<file path="src/rtl/if_pkg.sv">
// Shared types and helpers for the instruction-fetch front end.
package if_pkg;

    localparam logic [31:0] NOP_INSTR = 32'h0000_0013;
    localparam int unsigned HW_CNT_W  = 8;

    typedef logic [15:0]          halfword_t;
    typedef logic [HW_CNT_W-1:0]  hw_cnt_t;

    function automatic logic is_rvc(input halfword_t hw);
        return hw[1:0] != 2'b11;
    endfunction

endpackage

</file>
<file path="src/rtl/if_fetch_buffer_if.sv">
// Instruction-memory request/response bus between the fetch buffer and imem.
interface if_fetch_buffer_if;

    logic        imem_req_o;
    logic [31:0] imem_addr_o;
    logic        imem_rvalid_i;
    logic [31:0] imem_rdata_i;

    modport master (
        output imem_req_o,
        output imem_addr_o,
        input  imem_rvalid_i,
        input  imem_rdata_i
    );

    modport slave (
        input  imem_req_o,
        input  imem_addr_o,
        output imem_rvalid_i,
        output imem_rdata_i
    );

endinterface

</file>
<file path="src/rtl/if_hw_fifo.sv">
// Halfword circular FIFO: push 1 or 2, pop 1 or 2, synchronous flush,
// exposes the head and head+1 entries.
module if_hw_fifo
    import if_pkg::*;
#(
    parameter int unsigned DEPTH_HW = 8
) (
    input  logic      clk,
    input  logic      resetn,
    input  logic      flush,
    input  logic      push_en,
    input  logic      push_two,
    input  halfword_t push_lo,
    input  halfword_t push_hi,
    input  logic      pop_en,
    input  logic      pop_two,
    output hw_cnt_t   count,
    output halfword_t head0,
    output halfword_t head1
);

    localparam int unsigned PTR_W = $clog2(DEPTH_HW);
    typedef logic [PTR_W-1:0] ptr_t;

    halfword_t mem [DEPTH_HW];
    ptr_t      rd_ptr;
    ptr_t      wr_ptr;
    hw_cnt_t   push_n;
    hw_cnt_t   pop_n;
    logic      do_push;

    always_comb begin
        push_n = '0;
        pop_n  = '0;
        if (push_en) push_n = push_two ? hw_cnt_t'(2) : hw_cnt_t'(1);
        if (pop_en)  pop_n  = pop_two  ? hw_cnt_t'(2) : hw_cnt_t'(1);
    end

    assign do_push = resetn && !flush && push_en;

    always_ff @(posedge clk) begin
        if (!resetn || flush) begin
            rd_ptr <= '0;
            wr_ptr <= '0;
            count  <= '0;
        end else begin
            wr_ptr <= wr_ptr + ptr_t'(push_n);
            rd_ptr <= rd_ptr + ptr_t'(pop_n);
            count  <= count + push_n - pop_n;
        end
    end

    // Storage carries no reset; only entries below count are ever observed.
    always_ff @(posedge clk) begin
        if (do_push) begin
            mem[wr_ptr] <= push_lo;
            if (push_two) mem[wr_ptr + ptr_t'(1)] <= push_hi;
        end
    end

    assign head0 = mem[rd_ptr];
    assign head1 = mem[rd_ptr + ptr_t'(1)];

endmodule

</file>
<file path="src/rtl/if_fetch_buffer.sv">
// Instruction-fetch front end: word fetches into a halfword FIFO, 32-bit window to ID.
// Optional macro IF_STALL_CNT_EN adds stall_cnt_o (ID-waiting-on-fetch cycle counter).
module if_fetch_buffer
    import if_pkg::*;
#(
    parameter int unsigned DEPTH_HW = 8,
    parameter logic [31:0] RESET_PC = 32'h0
) (
    input  logic                     clk,
    input  logic                     resetn,
    input  logic                     enable,
    input  logic                     taken_i,
    input  logic [31:0]              redirection_pc_i,
    input  logic                     is_compressed_i,
    if_fetch_buffer_if.master        imem,
    output logic [31:0]              instruction_o,
    output logic                     instr_valid_o,
    output logic [31:0]              pc_o
`ifdef IF_STALL_CNT_EN
    ,
    output logic [31:0]              stall_cnt_o
`endif
);

    logic [31:0] fetch_pc;
    logic        skip_hw;
    logic        inflight;

    hw_cnt_t     count;
    halfword_t   head0;
    halfword_t   head1;

    logic        credit_ok;
    logic        head_valid;
    logic        push_en;
    logic        push_two;
    halfword_t   push_lo;
    logic        pop_en;
    logic        pop_two;

    // A request is issued only if its response plus any in-flight one still fits.
    always_comb begin
        credit_ok = (count + hw_cnt_t'({inflight, 1'b0}) + hw_cnt_t'(2)) <= hw_cnt_t'(DEPTH_HW);
        imem.imem_req_o  = resetn && !taken_i && credit_ok;
        imem.imem_addr_o = fetch_pc;
    end

    always_comb begin
        head_valid    = ((count >= hw_cnt_t'(1)) && is_rvc(head0)) || (count >= hw_cnt_t'(2));
        instr_valid_o = resetn && head_valid;
        instruction_o = NOP_INSTR;
        if (instr_valid_o) begin
            instruction_o = {(count >= hw_cnt_t'(2)) ? head1 : 16'h0000, head0};
        end
    end

    // Responses to requests issued before a redirect land in the redirect cycle
    // itself and are discarded there, so no separate drop flag is needed.
    always_comb begin
        pop_en   = enable && instr_valid_o && !taken_i;
        pop_two  = !is_compressed_i;
        push_en  = imem.imem_rvalid_i && !taken_i;
        push_two = !skip_hw;
        push_lo  = skip_hw ? imem.imem_rdata_i[31:16] : imem.imem_rdata_i[15:0];
    end

    if_hw_fifo #(
        .DEPTH_HW (DEPTH_HW)
    ) u_fifo (
        .clk      (clk),
        .resetn   (resetn),
        .flush    (taken_i),
        .push_en  (push_en),
        .push_two (push_two),
        .push_lo  (push_lo),
        .push_hi  (imem.imem_rdata_i[31:16]),
        .pop_en   (pop_en),
        .pop_two  (pop_two),
        .count    (count),
        .head0    (head0),
        .head1    (head1)
    );

    always_ff @(posedge clk) begin
        if (!resetn) begin
            fetch_pc <= RESET_PC;
            pc_o     <= RESET_PC;
            skip_hw  <= 1'b0;
            inflight <= 1'b0;
        end else if (taken_i) begin
            fetch_pc <= {redirection_pc_i[31:2], 2'b00};
            pc_o     <= redirection_pc_i;
            skip_hw  <= redirection_pc_i[1];
            inflight <= 1'b0;
        end else begin
            inflight <= imem.imem_req_o;
            if (imem.imem_req_o) fetch_pc <= fetch_pc + 32'd4;
            if (pop_en)          pc_o     <= pc_o + (pop_two ? 32'd4 : 32'd2);
            if (push_en)         skip_hw  <= 1'b0;
        end
    end

`ifdef IF_STALL_CNT_EN
    always_ff @(posedge clk) begin
        if (!resetn) begin
            stall_cnt_o <= '0;
        end else if (enable && !instr_valid_o && !taken_i) begin
            stall_cnt_o <= stall_cnt_o + 32'd1;
        end
    end
`endif

endmodule
</file>
<file path="src/flat_wrapper.sv">
// flat-port wrapper written by rule: the top's interface ports become plain ports
module if_fetch_buffer_flat import if_pkg::*;
#(
    parameter int unsigned DEPTH_HW = 8,
    parameter logic [31:0] RESET_PC = 32'h0
)
  (clk, resetn, enable, taken_i, redirection_pc_i, is_compressed_i, instruction_o, instr_valid_o, pc_o, imem_imem_req_o, imem_imem_addr_o, imem_imem_rvalid_i, imem_imem_rdata_i);
  if_fetch_buffer_if imem_i ();
  input  logic clk;
  input  logic resetn;
  input  logic enable;
  input  logic taken_i;
  input  logic [31:0] redirection_pc_i;
  input  logic is_compressed_i;
  output logic [31:0] instruction_o;
  output logic instr_valid_o;
  output logic [31:0] pc_o;
  output wire logic [$bits(imem_i.imem_req_o)-1:0] imem_imem_req_o;
  output wire logic [$bits(imem_i.imem_addr_o)-1:0] imem_imem_addr_o;
  input wire logic [$bits(imem_i.imem_rvalid_i)-1:0] imem_imem_rvalid_i;
  input wire logic [$bits(imem_i.imem_rdata_i)-1:0] imem_imem_rdata_i;
  assign imem_imem_req_o = imem_i.imem_req_o;
  assign imem_imem_addr_o = imem_i.imem_addr_o;
  assign imem_i.imem_rvalid_i = imem_imem_rvalid_i;
  assign imem_i.imem_rdata_i = imem_imem_rdata_i;
  if_fetch_buffer #(.DEPTH_HW(DEPTH_HW), .RESET_PC(RESET_PC)) u_core (.clk(clk), .resetn(resetn), .enable(enable), .taken_i(taken_i), .redirection_pc_i(redirection_pc_i), .is_compressed_i(is_compressed_i), .imem(imem_i), .instruction_o(instruction_o), .instr_valid_o(instr_valid_o), .pc_o(pc_o));
endmodule
</file>
<file path="config.mk">
export PLATFORM = sky130hd
export DESIGN_NAME = if_fetch_buffer_flat
export DESIGN_NICKNAME = d
export VERILOG_FILES = /design/src/rtl/if_pkg.sv /design/src/rtl/if_fetch_buffer_if.sv /design/src/rtl/if_hw_fifo.sv /design/src/rtl/if_fetch_buffer.sv /design/src/flat_wrapper.sv
export SDC_FILE = /design/constraint.sdc
export NUM_CORES = 1
export LEC_CHECK = 0
export ABC_CLOCK_PERIOD_IN_PS = 5200
export CAP_MARGIN = 20
export CORE_MARGIN = 2
export CORE_UTILIZATION = 40
export DETAILED_ROUTE_END_ITERATION = 12
export PLACE_DENSITY = 0.71
export SETUP_SLACK_MARGIN = 0.4
export SKIP_LAST_GASP = 1
export SLEW_MARGIN = 20
export SYNTH_ARGS = -nofsm -noshare
export SYNTH_HDL_FRONTEND = slang
export SYNTH_SLANG_ARGS = --single-unit
</file>
<file path="constraint.sdc">
create_clock -name clk -period 5.2 [get_ports clk]
set_input_delay 1.04 -clock clk [delete_from_list [all_inputs] [get_ports clk]]
set_output_delay 1.04 -clock clk [all_outputs]
set_load 0.01 [all_outputs]
</file>
==> impl_metrics.toml <==
[setup_path]
r2r_start = "u_core.u_fifo.rd_ptr[0]"
critPathKind = "flip-flop to output port"
critPathRequiredTime_ns = 4.16
start_kind = "flip-flop"
path_max_fanout = 22
cp.arrival_ns = 3.51
end_kind = "output port"
crit_path_start = "u_core.u_fifo.rd_ptr[0]"

[sta]
relSlewSlack_pct = 29.2
slew_viol_final = 0
tns_ns = 0
finalClockSkew_ns = 0.00757
max_freq_ghz = 0.220
post-route-period-util_pct = 87.5
setup_viol = 0
rsz0062_at_grt = "false"
tightest_slew_ns = 1.06
period_needed_ns = 4.55
final_hold_viol_count = 0

[route]
vias = 10640
drt_iter0_markers = 1043
postRouteWirelength_um = 36600
first_pass_iters = 5
route.detailed.drc = 0
vias_per_cell = 5.98
detail-route-antenna-nets = 0
wl_per_cell_um = 20.6

[die]
dieArea_mm2 = 0.0319
die_h_um = 179
initial_core_util_pct = 40.9
boundaryPins = 168
core_mm2 = 0.0298
row_count = 63
die_w_um = 179

[placed_design]
place_congestion = 0.879
hpwl_um = 24300
dp.cells = 1734
io_buffers = 165

[logic_synthesis]
synth_area_mm2 = 0.0122
ys_types = 58
synth_top_family_by_area = "compound AO/OA/AOI/OAI gates"
synth_ff_type = "edfxtp_1"
yosys.area_share.adder_pct = 3.59
synthMuxAreaShare_pct = 14.8
synthSimpleGateAreaFrac_pct = 15.2
synthXorXnorAreaFrac_pct = 1.37
synthArstFlopShare_pct = 0
synth-compound-area-share_pct = 16.2
synth_edf_count = 128
synthCells = 1239
synth-seq-cells = 206
avgSynthCellArea_um2 = 9.84
ys_warn_count = 0
seq_area_frac_synth_pct = 44.3

[finish]
multi_input_area_mm2 = 0.00627
fillers = 2636
diodes = 0
fin_nets = 1473
syn2layout_area_growth_pct = 23.9
final_cell_mix = "a21oi_1, nor2_1, clkdlybuf4s50_1, edfxtp_1, dfxtp_1"
ff_latch_area_mm2 = 0.00541
fin_cells = 1780
drive_above_1_share_pct = 11.9
mostFrequentLayoutCell = "a21oi_1"

[clock_tree]
root_buffer = "clkbuf_16"
ctsHoldBuffers = 0
cts_setup_buffers = 0
cts.sinks = 206
cts_tree = "yes"
cts_made_buffers = 25
htreeDepth = 1
cts_buffer_depth = 3
clk_pin_slew_worst_paths_ns = 0.06
clkLatencyLatePin_ns = 0.52

[power]
p_leak_nw = 5.14
powerDensity_mw_per_mm2 = 335
ir_drop_v = 0.000223

[grt]
grt_max_degree = 49
grt_pass1_wl_um = 55900
first_global_vias = 10181
grt_overflow = 0
antenna_found_initial = 1
track_usage_pct = 22.6

[run_status]
status = "finished, final reports clean"

[hold_path]
hold_class = "flip-flop to flip-flop"
min_from = "u_core.imem.imem_addr_o[30]"

[run]
maxCapViolations = 0
==> metrics by stage <==
step | util (%) | hold slack, ns | setup slack, ns | instance area, µm² | power [mW]
final | 50.7 | 0.507 | 0.648 | 15100 | 5.06
after global routing | 50.7 | 0.540 | 0.462 | 15100 | 5.29
after CTS | 50.7 | 0.506 | 0.401 | 15100 | 5.08
after detailed placement | 47.8 | 0.498 | 0.926 | 14200 | 3.30
after global placement | 47.8 | 0.492 | 0.997 | 14200 | 3.27
after floorplan | - | 0.514 | 1.38 | 12200 | 2.71
==> per-layer routing <==
| layer | up-vias | global-route usage [%] | share of wire [%] |
|---|---|---|---|
| li1 | 4890 | - | - |
| met1 | 5076 | 28.4 | 38 |
| met2 | 579 | 38.0 | 47 |
| met3 | 93 | 5.33 | 11 |
| met4 | 2 | 8.13 | 3.4 |
| met5 | - | 0 | 0.030 |
==> final cells by class <==
type | count | area share (%)
Clock buffer | 38 | 5.06
Clock inverter | 8 | 0.555
Inverter | 41 | 1.02
Multi-Input combinational cell | 894 | 41.5
Sequential cell | 206 | 35.8
Tap cell | 390 | 3.23
Timing Repair Buffer | 203 | 12.8
==> Yosys cell counts (all sizes together), types with 6 or more instances <==
library cell	number	area share, %
nor3	16	0.66
a21oi	180	7.4
a31oi	29	1.5
and2	10	0.51
buf	31	1.2
ha	27	2.8
nor2	177	5.5
o31ai	16	0.99
mux2i	36	3.0
xor2	7	0.50
dfxtp	78	13
clkbuf	68	2.1
and3	9	0.46
mux4	64	12
nand3	37	1.5
nand4	15	0.77
inv	41	1.3
nor2b	7	0.36
or4	17	1.0
nand2	74	2.3
and4	6	0.43
a21boi	16	0.99
o21ai	60	2.5
a211oi	6	0.37
or3	8	0.41
nor4	7	0.36
xnor2	12	0.86
edfxtp	128	32
==> path summary, 6_finish.rpt <==
kind / slack [ns] / cells after the start / end
max: 0.65 / 7 / instruction_o[30]
min: 0.51 / 2 / u_core.imem.imem_addr_o[30]
max reg2reg: 1.19 / 15 / u_core.u_fifo.count[7]
min reg2reg: 0.51 / 2 / u_core.imem.imem_addr_o[30]
==> sequential cells by signal, indices dropped and copies added (netlist names) <==
register and flops:
u_core.u_fifo.mem 128, u_core.pc_o 32, u_core.imem.imem_addr_o 30, u_core.u_fifo.count 8, u_core.u_fifo.rd_ptr 3, u_core.u_fifo.wr_ptr 3
u_core.inflight 1, u_core.skip_hw 1
==> cell families (layout without fill, tap and decap cells) <==
family          after synthesis  after routing
flops                       206            206
other cells                   1              2
xor+xnor                     19             19
compound gates              343            343
fa+ha+maj                    32             32
mux                         100            100
buf+inv                     140            290
simple gates                398            398
==> power breakdown <==
group	internal (mW)	total (mW)	leakage, nW	switching (mW)
clock network	1.07	1.78	0.422	0.708
registers	1.81	1.89	1.80	0.0809
logic	0.634	1.39	2.92	0.759
==> critical path, stage by stage, from the launching register on <==
cell and delay [ns]:
dfxtp_4 0.59, buf_4 0.39, ha_2 0.29, xor2_1 0.37
buf_4 0.34, nand2_1 0.08, a21oi_1 0.29, clkdlybuf4s50_1 0.60
==> repair_timing <==
action | in CTS | in global routing
setup endpoints to repair | 4 | 23
gates cloned | 0 | 0
gates resized for setup | 1 | 3
No activity file was read; power rests on OpenSTA's default activity.
